===== config.mk =====
export PLATFORM = sky130hd
export DESIGN_NAME = fetch_stage
export DESIGN_NICKNAME = d
export VERILOG_FILES = /design/src/rtl/fetch_stage.sv
export SDC_FILE = /design/constraint.sdc
export NUM_CORES = 1
export LEC_CHECK = 0
export ABC_AREA = 1
export ABC_CLOCK_PERIOD_IN_PS = 3550
export CORE_UTILIZATION = 51
export CTS_BUF_LIST = sky130_fd_sc_hd__clkbuf_16
export CTS_CLUSTER_SIZE = 12
export DETAILED_ROUTE_END_ITERATION = 10
export PLACE_DENSITY = 0.85
export SETUP_SLACK_MARGIN = 0.5
export SYNTH_ARGS = -nofsm -noshare
export SYNTH_HDL_FRONTEND = slang
export SYNTH_SLANG_ARGS = --single-unit

===== constraint.sdc =====
create_clock -name clk -period 3.55 [get_ports clk]
set_clock_uncertainty 0.1 [all_clocks]
set_input_delay 0.355 -clock clk [delete_from_list [all_inputs] [get_ports clk]]
set_output_delay 0.355 -clock clk [all_outputs]
set_load 0.1 [all_outputs]

===== src/rtl/fetch_stage.sv =====
// Instruction fetch stage: owns the PC, reads the combinational instruction
// memory port and offers captured instructions to decode over valid/ready.
module fetch_stage #(
    parameter logic [63:0] RESET_PC   = 64'h0,
    parameter int          IMEM_WORDS = 256,
    parameter logic [31:0] HALT_INSTR = 32'h00000063
) (
    input  logic        clk,
    input  logic        rst,
    output logic [63:0] imem_pc,
    input  logic [31:0] imem_instr,
    output logic        out_valid,
    input  logic        out_ready,
    output logic [31:0] out_instr,
    output logic [63:0] out_pc,
    input  logic        redirect_valid,
    input  logic [63:0] redirect_pc,
    output logic        halted,
    output logic        fault,
    output logic [31:0] fetch_count
);

    localparam logic [63:0] PC_LIMIT = 64'(IMEM_WORDS) << 2;

    typedef enum logic [1:0] {
        S_RUN   = 2'd0,
        S_HALT  = 2'd1,
        S_FAULT = 2'd2
    } state_t;

    state_t      state, state_n;
    logic [63:0] pc, pc_n;
    logic        valid_n;
    logic [31:0] instr_n;
    logic [63:0] opc_n;
    logic [31:0] count_n;
    logic        accept;
    logic        redirect_bad;

    assign accept       = !out_valid || out_ready;
    assign redirect_bad = (redirect_pc[1:0] != 2'b00) || (redirect_pc >= PC_LIMIT);

    always_ff @(posedge clk) begin
        if (rst) begin
            state       <= S_RUN;
            pc          <= RESET_PC;
            out_valid   <= 1'b0;
            out_instr   <= 32'h0;
            out_pc      <= 64'h0;
            fetch_count <= 32'h0;
        end else begin
            state       <= state_n;
            pc          <= pc_n;
            out_valid   <= valid_n;
            out_instr   <= instr_n;
            out_pc      <= opc_n;
            fetch_count <= count_n;
        end
    end

    always_comb begin
        state_n = state;
        pc_n    = pc;
        instr_n = out_instr;
        opc_n   = out_pc;
        count_n = fetch_count;
        // A held instruction leaves only when decode takes it.
        valid_n = out_valid && !out_ready;

        unique case (state)
            S_RUN: begin
                if (redirect_valid) begin
                    valid_n = 1'b0;
                    if (redirect_bad) state_n = S_FAULT;
                    else              pc_n    = redirect_pc;
                end else if (pc >= PC_LIMIT) begin
                    state_n = S_FAULT;
                end else if (accept) begin
                    instr_n = imem_instr;
                    opc_n   = pc;
                    valid_n = 1'b1;
                    if (fetch_count != 32'hFFFF_FFFF) count_n = fetch_count + 32'd1;
                    if (imem_instr == HALT_INSTR) state_n = S_HALT;
                    else                          pc_n    = pc + 64'd4;
                end
            end
            S_HALT: begin
                if (redirect_valid) begin
                    valid_n = 1'b0;
                    if (redirect_bad) begin
                        state_n = S_FAULT;
                    end else begin
                        pc_n    = redirect_pc;
                        state_n = S_RUN;
                    end
                end
            end
            S_FAULT: begin
            end
            default: state_n = S_FAULT;
        endcase
    end

    assign imem_pc = pc;
    assign halted  = (state == S_HALT);
    assign fault   = (state == S_FAULT);

endmodule


# ---- Word level (Yosys, flattened, before mapping)
# Cells that the tools add are included.
dict set report totals {
  in_bits 100
  rom_bits 0
  mem_count 0
  reg_bits 195
  ram_bits 0
  out_inout_bits 195
  latch_bits 0
}
dict set report op_classes {
  n_lt_le_gt_ge 2
  bitwise_logic 3
  shifts 0
  mux 20
  eq_ne 11
  addsub 2
  n_div 0
  mul 0
  n_reduce_logical 12
}
# operator count
set op_table {}
lappend op_table {{$mux W64} 6}
lappend op_table {{$ge A64 B11 Y1 const B} 2}
lappend op_table {{$pmux W64 S2} 1}
lappend op_table {{$add A64 B3 Y64 const B} 1}
lappend op_table {{$add A32 B1 Y32 const B} 1}
lappend op_table {{$eq A32 B7 Y1 const B} 1}
lappend op_table {{$ne A32 B32 Y1 const B} 1}
lappend op_table {{$reduce_and A5 Y1} 3}
lappend op_table {{$mux W2} 7}
lappend op_table {{$ne A3 B3 Y1 const B} 4}
lappend op_table {{$ne A4 B4 Y1 const B} 2}
lappend op_table {{$pmux W2 S3} 1}
lappend op_table {{$mux W1} 4}
lappend op_table {{$reduce_and A4 Y1} 1}
lappend op_table {{$reduce_bool A2 Y1} 2}
lappend op_table {{$not A1 Y1} 3}
lappend op_table {{$eq A2 B1 Y1 const B} 1}
lappend op_table {{$eq A2 B2 Y1 const B} 1}
lappend op_table {{$logic_not A1 Y1} 2}
lappend op_table {{$logic_not A2 Y1} 1}
lappend op_table {{$logic_or A1 B1 Y1} 2}
lappend op_table {{$ne A2 B2 Y1 const B} 1}
lappend op_table {{$pmux W1 S2} 1}
lappend op_table {{$logic_and A1 B1 Y1} 1}

# ---- Logic depth before layout (Yosys ltp)
# Gate-level depths: netlist (run 1).
dict set report logic_depth {
  ltp_word 6
  depth_mapped 13
}

# ---- Worst setup path after synthesis (run 1)
# No wires, ideal clock.
dict set report synth_timing {
  path_kind {flip-flop to flip-flop}
  start {register state[0]}
  end {register pc[14] (netlist: imem_pc[14])}
  arrival_ns 2.554
  synth_period_minus_slack_ns 2.784
  stages_incl_launch_ff 10
  setup_slack_ns 0.766
  setup_ns 0.129
  path_cell_list {dfxtp_1 > inv_1 > nor2_1 > nor2_1 > clkbuf_1 > nor2_1 > nand2_1 > buf_2 > nand2_1 > a21oi_1}
}
dict set report synth_between {
  elab_chain_cells 3
  word_cells_on_any_way 9
}
# element line
set synth_lines {}
lappend synth_lines {{from (decl)} 31} ;# state_t state, state_n;
lappend synth_lines {{from (signal assigned)} 52} ;# state <= state_n;
lappend synth_lines {{$eq A2 B1 Y1 *} --}
lappend synth_lines {{named net halted} 18} ;# output logic halted,
lappend synth_lines {{$ne A2 B2 Y1 (no line) or $reduce_bool A2 Y1 (tied branches)} --}
lappend synth_lines {{$reduce_and A5 Y1 (no line)} --}
lappend synth_lines {{to (signal assigned)} 53} ;# pc <= pc_n;
lappend synth_lines {{to (decl)} 32} ;# logic [63:0] pc, pc_n;
# The timed path passes the listed nets; every way through them passes the cells marked *.
# A chain may end at the register's enable or synchronous reset.

# ---- Worst setup path after layout (run 1)
dict set report layout_timing {
  start {register pc[57] (netlist: imem_pc[57])}
  end {output imem_pc[57]}
}
# element line
set layout_rtl {}
lappend layout_rtl {{to (decl)} 10} ;# output logic [63:0] imem_pc,
# No word-level cell between the ends.

==> results of run 1 <==
[power by group]
group / total, W / internal, W / switching, W
clock: 0.00189 / 0.000988 / 0.000902
combinational: 0.00258 / 0.000606 / 0.00197
sequential: 0.00254 / 0.00236 / 0.000180
total: 0.00701 / 0.00396 / 0.00305
[per-stage QoR]
step	instance area, um^2	setup WS [ns]	power, W	util [%]
after floorplan	9270	0.766	0.00448	-
after global placement	12300	0.699	0.00512	70.1
after detailed placement	12300	0.670	0.00514	70.1
after global routing	12900	0.659	0.00728	73.4
after CTS	12900	0.712	0.00702	73.4
final	12900	0.897	0.00701	73.4
[layout make-up]
type                            count  area share, %
Antenna cell                        1         0.0194
Multi-Input combinational cell   1113           36.8
Sequential cell                   195           30.3
Clock inverter                     14           1.13
Tap cell                          225           2.19
Clock buffer                       17           3.31
Timing Repair Buffer              307           23.6
Inverter                           91           2.65
[logic make-up after synthesis]
group / synth area share [%]
fa+ha+maj: 0.405
simple gates: 41.8
flops: 42.1
xor+xnor: 1.80
compound gates: 7.00
buf+inv: 6.83
[layer usage]
layer / up-vias / GRT usage, % / wire length (um) / share of wire, %
li1: 5085 / - / - / -
met1: 4589 / 36.4 / 11700 / 40
met2: 458 / 50.5 / 13500 / 46
met3: 72 / 9.11 / 2980 / 10
met4: 0 / 12.0 / 971 / 3.3
met5: - / 0 / 0 / 0
[what timing repair did]
item | CTS | global route
setup buffers | 0 | 0
endpoints found under the setup margin | 0 | 19
gates resized for setup | 0 | 1
[sequential cells by signal, indices dropped and copies added, names as in the netlist]
register,cells
out_instr,32
fetch_count,32
out_pc,64
imem_pc,64
state,2
out_valid,1
[cell usage in the layout (no fill, tap or decap), drive strengths merged]
cell type      synthesis  routed
inv                   91      98
dfxtp                195     195
diode                  0       1
nor3                  11      11
ha                     3       3
clkbuf                35      17
clkinvlp               0       2
nand4                  6       6
or2                    4       4
a21o                   1       1
xor2                  14      14
bufinv                 0       1
nor4                   1       1
nand3                111     111
nand2                430     430
o21ai                 62      62
nor2                 388     388
clkinv                 0       4
clkdlybuf4s50          0     291
a21oi                 66      66
nand3b                 8       8
buf                   25      16
and3                   3       3
xnor2                  5       5
[path summary, 6_finish.rpt]
kind	end	slack [ns]
min	fetch_count[14]$_SDFFE_PP0P_	0.19
min reg2reg	out_pc[44]$_SDFFE_PP0P_	0.34
max reg2reg	fetch_count[1]$_SDFFE_PP0P_	0.94
max	imem_pc[57]	0.90
==> results.toml, run 1 <==
[place]
port-buffer-count = 294
placedCellCount = 1931
gp_congestion = 0.996
dp_hpwl_mm = 21.2

[logic_synthesis]
synth_nets = 1562
synth_area_per_cell_um2 = 6.35
synth.top_cells.by_count = "427 x nand2_1, 384 x nor2_1, 195 x dfxtp_1"
yosys-top-cells-area = "dfxtp_1 42%, nand2_1 17%, nor2_1 16%, nand3_1 5.8%, a21oi_1 3.6%"
yosys_warnings = 0
synth_edf_count = 0
ys_types = 28
synth_seq_area_share_pct = 42.1
yosys.area.top_type = "dfxtp_1"
synthCells = 1459
synthFlopType = "dfxtp_1"
yosysMostFrequentCell = "nand2_1"
synth_area_mm2 = 0.00927
ys_ff_latch = 195
async_reset_ff_share_pct = 0
synth_top_area_share_pct = 42.1

[detailed_routing]
via_count = 10204
drc = 0
dr.pass1.iters = 7
vias_per_cell = 5.20
first_iter_violations = 845
drtAntennaViolNets = 0
wl_mm = 29.1
avgRoutedWirePerCell_um = 14.8

[cts]
numCtsBuffers = 17
cts_sinks = 195
cts_buffer_depth = 2
ctsRootBufferMaster = "clkbuf_16"
cts_hold_buf = 0
clk_latency_ns = 0.43
cts_tree = "built"
htreeDepth = 4
clkTransAtPathRegs_ns = 0.07

[grt]
grt-ovfl-total = 0
grt_pass1_wl_mm = 44.3
grt_pass1_vias = 9111
grt_max_degree = 83
grt_usage_pct = 30.3
grt_antenna_before_repair = 1

[sta]
period_minus_slack_ns = 2.65
tns_ns = 0
setup_viol = 0
tightest_slew_ns = 1.08
holdWs_ns = 0.189
fmax_mhz = 377
grt_setup_unrepaired = "no"
relSlewSlack_pct = 27.7
drv_slew = 0
hold_violations = 0
finalCritPeriodShare_pct = 74.7

[worst_setup_path]
reg2reg_depth = 11
end_kind = "output port"
critical_path_class = "reg -> out"
timing.rr.start = "imem_pc[22]$_SDFFE_PP0P_"
cp_slowest_stage_delay_ns = 1.24
critPathLaunch = "imem_pc[57]$_SDFFE_PP0P_"
critPathMaxFanout = 8
cp_top_family = "buffers and inverters"
critical_path_depth = 1
critical_path.cell_chain = "clkdlybuf4s50_1"
start_kind = "register"
critPathBufInv = 1
crit_required_ns = 3.09
critical_path.slowest_cell = "clkdlybuf4s50_1"
arrival_ns = 2.20

[floorplanning]
ios = 295
die_y_um = 137
core_mm2 = 0.0175
rows = 48
initial_core_util_pct = 52.8
fp.dieW_um = 137
dieArea_mm2 = 0.0187

[layout]
drive_above_1_share_pct = 3.97
multi_input_area_mm2 = 0.00473
nets = 1828
area.sequential_mm2 = 0.00390
area_delta_synth_final_pct = 38.9
stdcell_count = 1963
fill_cells = 1429

[worst_hold_path]
min_from = "rst"
hold_path.class = "in -> reg"
holdPathStages = 2

[pwr]
power_density_mw_per_mm2 = 545
power.leakage_nw = 4.89
ir_drop_mv = 0.505

[job]
cap_violations = 0

[outcome]
run_status = "complete, no violations"
(Power assumes the default switching activity.)
==> inputs of run 2 (changes only) <==
Settings changed: ABC_CLOCK_PERIOD_IN_PS 3550 to 2500, CORE_UTILIZATION 51 to 47, PLACE_DENSITY 0.85 to 0.79.
Clock period 3.55 ns to 2.5 ns, I/O delays scaled along.
==> run 2 against run 1 <==
  * Non-clock buffer count increased by 48
  * Via count increased by 3.9%
  * Highest routed layer unchanged
  * Sequential power increased by 43%
  * Critical endpoint is now out_instr[30]$_SDFFE_PP0P_
  * Sequential share of layout area decreased by 0.96 points
  * Count of clock-buffer cells in the layout unchanged
  * Utilization decreased by 0.57 points
  * Die area increased by 8.4%
  * Combinational power increased by 67%
  * Register-to-register slack got worse by 0.50 ns
  * Worst setup slack got worse by 0.45 ns
  * Wire length increased by 11%
==> results.toml, run 2 (synthesis results as in run 1) <==
[outcome]
run_status = "complete, no violations"

[grt]
grt_pass1_vias = 9361
grt-ovfl-total = 0
grt_pass1_wl_mm = 47.2
grt_antenna_before_repair = 0
grt_max_degree = 133
grt_usage_pct = 29.6

[detailed_routing]
vias_per_cell = 5.17
dr.pass1.iters = 7
first_iter_violations = 732
drc = 0
avgRoutedWirePerCell_um = 15.7
wl_mm = 32.2
via_count = 10600
drtAntennaViolNets = 0

[layout]
drive_above_1_share_pct = 27.0
fin_area_mm2 = 0.0138
fill_cells = 1581
most-common-layout-cells = "410 x nand2_1, 361 x nor2_1, 219 x buf_4"
final_common_cell = "nand2_1"
fin_util_pct = 72.8
n_antenna_cell = 0
nets = 1879
area_delta_synth_final_pct = 49.5

[floorplanning]
fp.dieW_um = 142
core_mm2 = 0.0190
rows = 50
die_y_um = 142
ios = 295
initial_core_util_pct = 48.7
dieArea_mm2 = 0.0203

[worst_hold_path]
min_from = "imem_instr[12]"
hold_path.class = "in -> reg"

[worst_setup_path]
reg2reg_slack_ns = 0.44
cp-endpoint = "out_instr[30]$_SDFFE_PP0P_"
critPathMaxFanout = 8
crit_required_ns = 2.76
critPathLaunch = "imem_pc[30]$_SDFFE_PP0P_"
critical_path_class = "reg -> reg"
arrival_ns = 2.31
timing.rr.start = "imem_pc[30]$_SDFFE_PP0P_"
cp_slowest_stage_delay_ns = 0.38
end_kind = "register"
critical_path.slowest_cell = "dfxtp_4"
critical_path.cell_chain = "nor2_2, nand2_1, nor2_2, nand2_2, nor2_4, nand3_4, nor2_4, buf_6, clkbuf_16, buf_12, o21ai_0, a21oi_1"
reg2reg_depth = 12
start_kind = "register"
r2r_end = "out_instr[30]$_SDFFE_PP0P_"

[cts]
cts_buffer_depth = 2
htreeDepth = 4
cts_sinks = 195
numCtsBuffers = 17
ctsRootBufferMaster = "clkbuf_16"
cts_tree = "built"
clk_latency_ns = 0.44
cts_hold_buf = 0
clkTransAtPathRegs_ns = 0.08

[sta]
fmax_mhz = 486
period_minus_slack_ns = 2.06
drv_slew = 0
grt_setup_unrepaired = "yes"
tns_ns = 0
finalCritPeriodShare_pct = 82.3
relSlewSlack_pct = 55.6
fin_ws_ns = 0.444
tightest_slew_ns = 0.666
setup_viol = 0
holdWs_ns = 0.278
hold_violations = 0

[place]
gp_congestion = 0.930
dp_hpwl_mm = 21.9
port-buffer-count = 294
place_area_mm2 = 0.0121
place_ws_ns = 0.111

[pwr]
power_density_mw_per_mm2 = 771
ir_drop_mv = 0.586
power.leakage_nw = 5.83

[job]
cap_violations = 0
==> run 2: worst min-delay path by stage <==
stage                                       endpoint  slack, ns  cells after the start
after floorplan           out_instr[10]$_SDFFE_PP0P_       0.28                      2
after detailed placement     out_pc[15]$_SDFFE_PP0P_       0.33                      2
final                     out_instr[12]$_SDFFE_PP0P_       0.28                      3
after global routing       out_instr[2]$_SDFFE_PP0P_       0.29                      3
after global placement       out_pc[20]$_SDFFE_PP0P_       0.33                      2
after CTS                 out_instr[12]$_SDFFE_PP0P_       0.26                      3
==> run 2: power by group <==
part | internal [W] | switching, W | total [W] | leakage [nW]
Sequential | 0.00337 | 0.000261 | 0.00363 | 1.63
Clock | 0.00134 | 0.00139 | 0.00273 | 0.286
Combinational | 0.00123 | 0.00308 | 0.00431 | 3.91
==> run 2: repair_timing <==
| action | CTS | global route |
|---|---|---|
| pin swaps | 8 | 39 |
| setup buffers | 16 | 7 |
| endpoints found under the setup margin | 149 | 184 |
| resized for setup | 43 | 101 |
| gates cloned | 4 | 15 |
==> run 2: final cells by class <==
type | count | area (um^2) | area share, %
multi-input cells | 1116 | 5140 | 37.1
flip-flops and latches | 195 | 4070 | 29.4
clock buffers | 17 | 425 | 3.07
well taps | 260 | 325 | 2.35
clock inverters | 15 | 164 | 1.18
inverters | 91 | 360 | 2.60
repair buffers | 355 | 3360 | 24.3
==> run 2: critical path, delay by kind of cell (launching register included) <==
kind / cells / cell delay, ns
AND/OR/NAND/NOR: 7 / 0.81
buffers and inverters: 3 / 0.42
flip-flops: 1 / 0.38
AO/OA/AOI/OAI: 2 / 0.27
==> run 2: stage by stage <==
| stage | total power, W | instances |
|---|---|---|
| 6_report | 0.0107 | 2049 |
| 5_1_grt | 0.0111 | 2049 |
| 4_1_cts | 0.0102 | 2027 |
| 3_5_place_dp | 0.00732 | 1975 |
| 3_3_place_gp | 0.00729 | 1975 |
| 2_1_floorplan | 0.00639 | 1459 |
==> run 2: metal layers <==
layer  part of all wire [%]  routed length (um)  vias to the layer above  global-route usage [%]
li1                       -                   -                     5205                       -
met1                     41               13300                     4849                    37.5
met2                     47               15300                      486                    49.8
met3                    9.1                2930                       60                    6.26
met4                    2.3                 751                        0                    10.3
met5                      0                   0                        -                       0
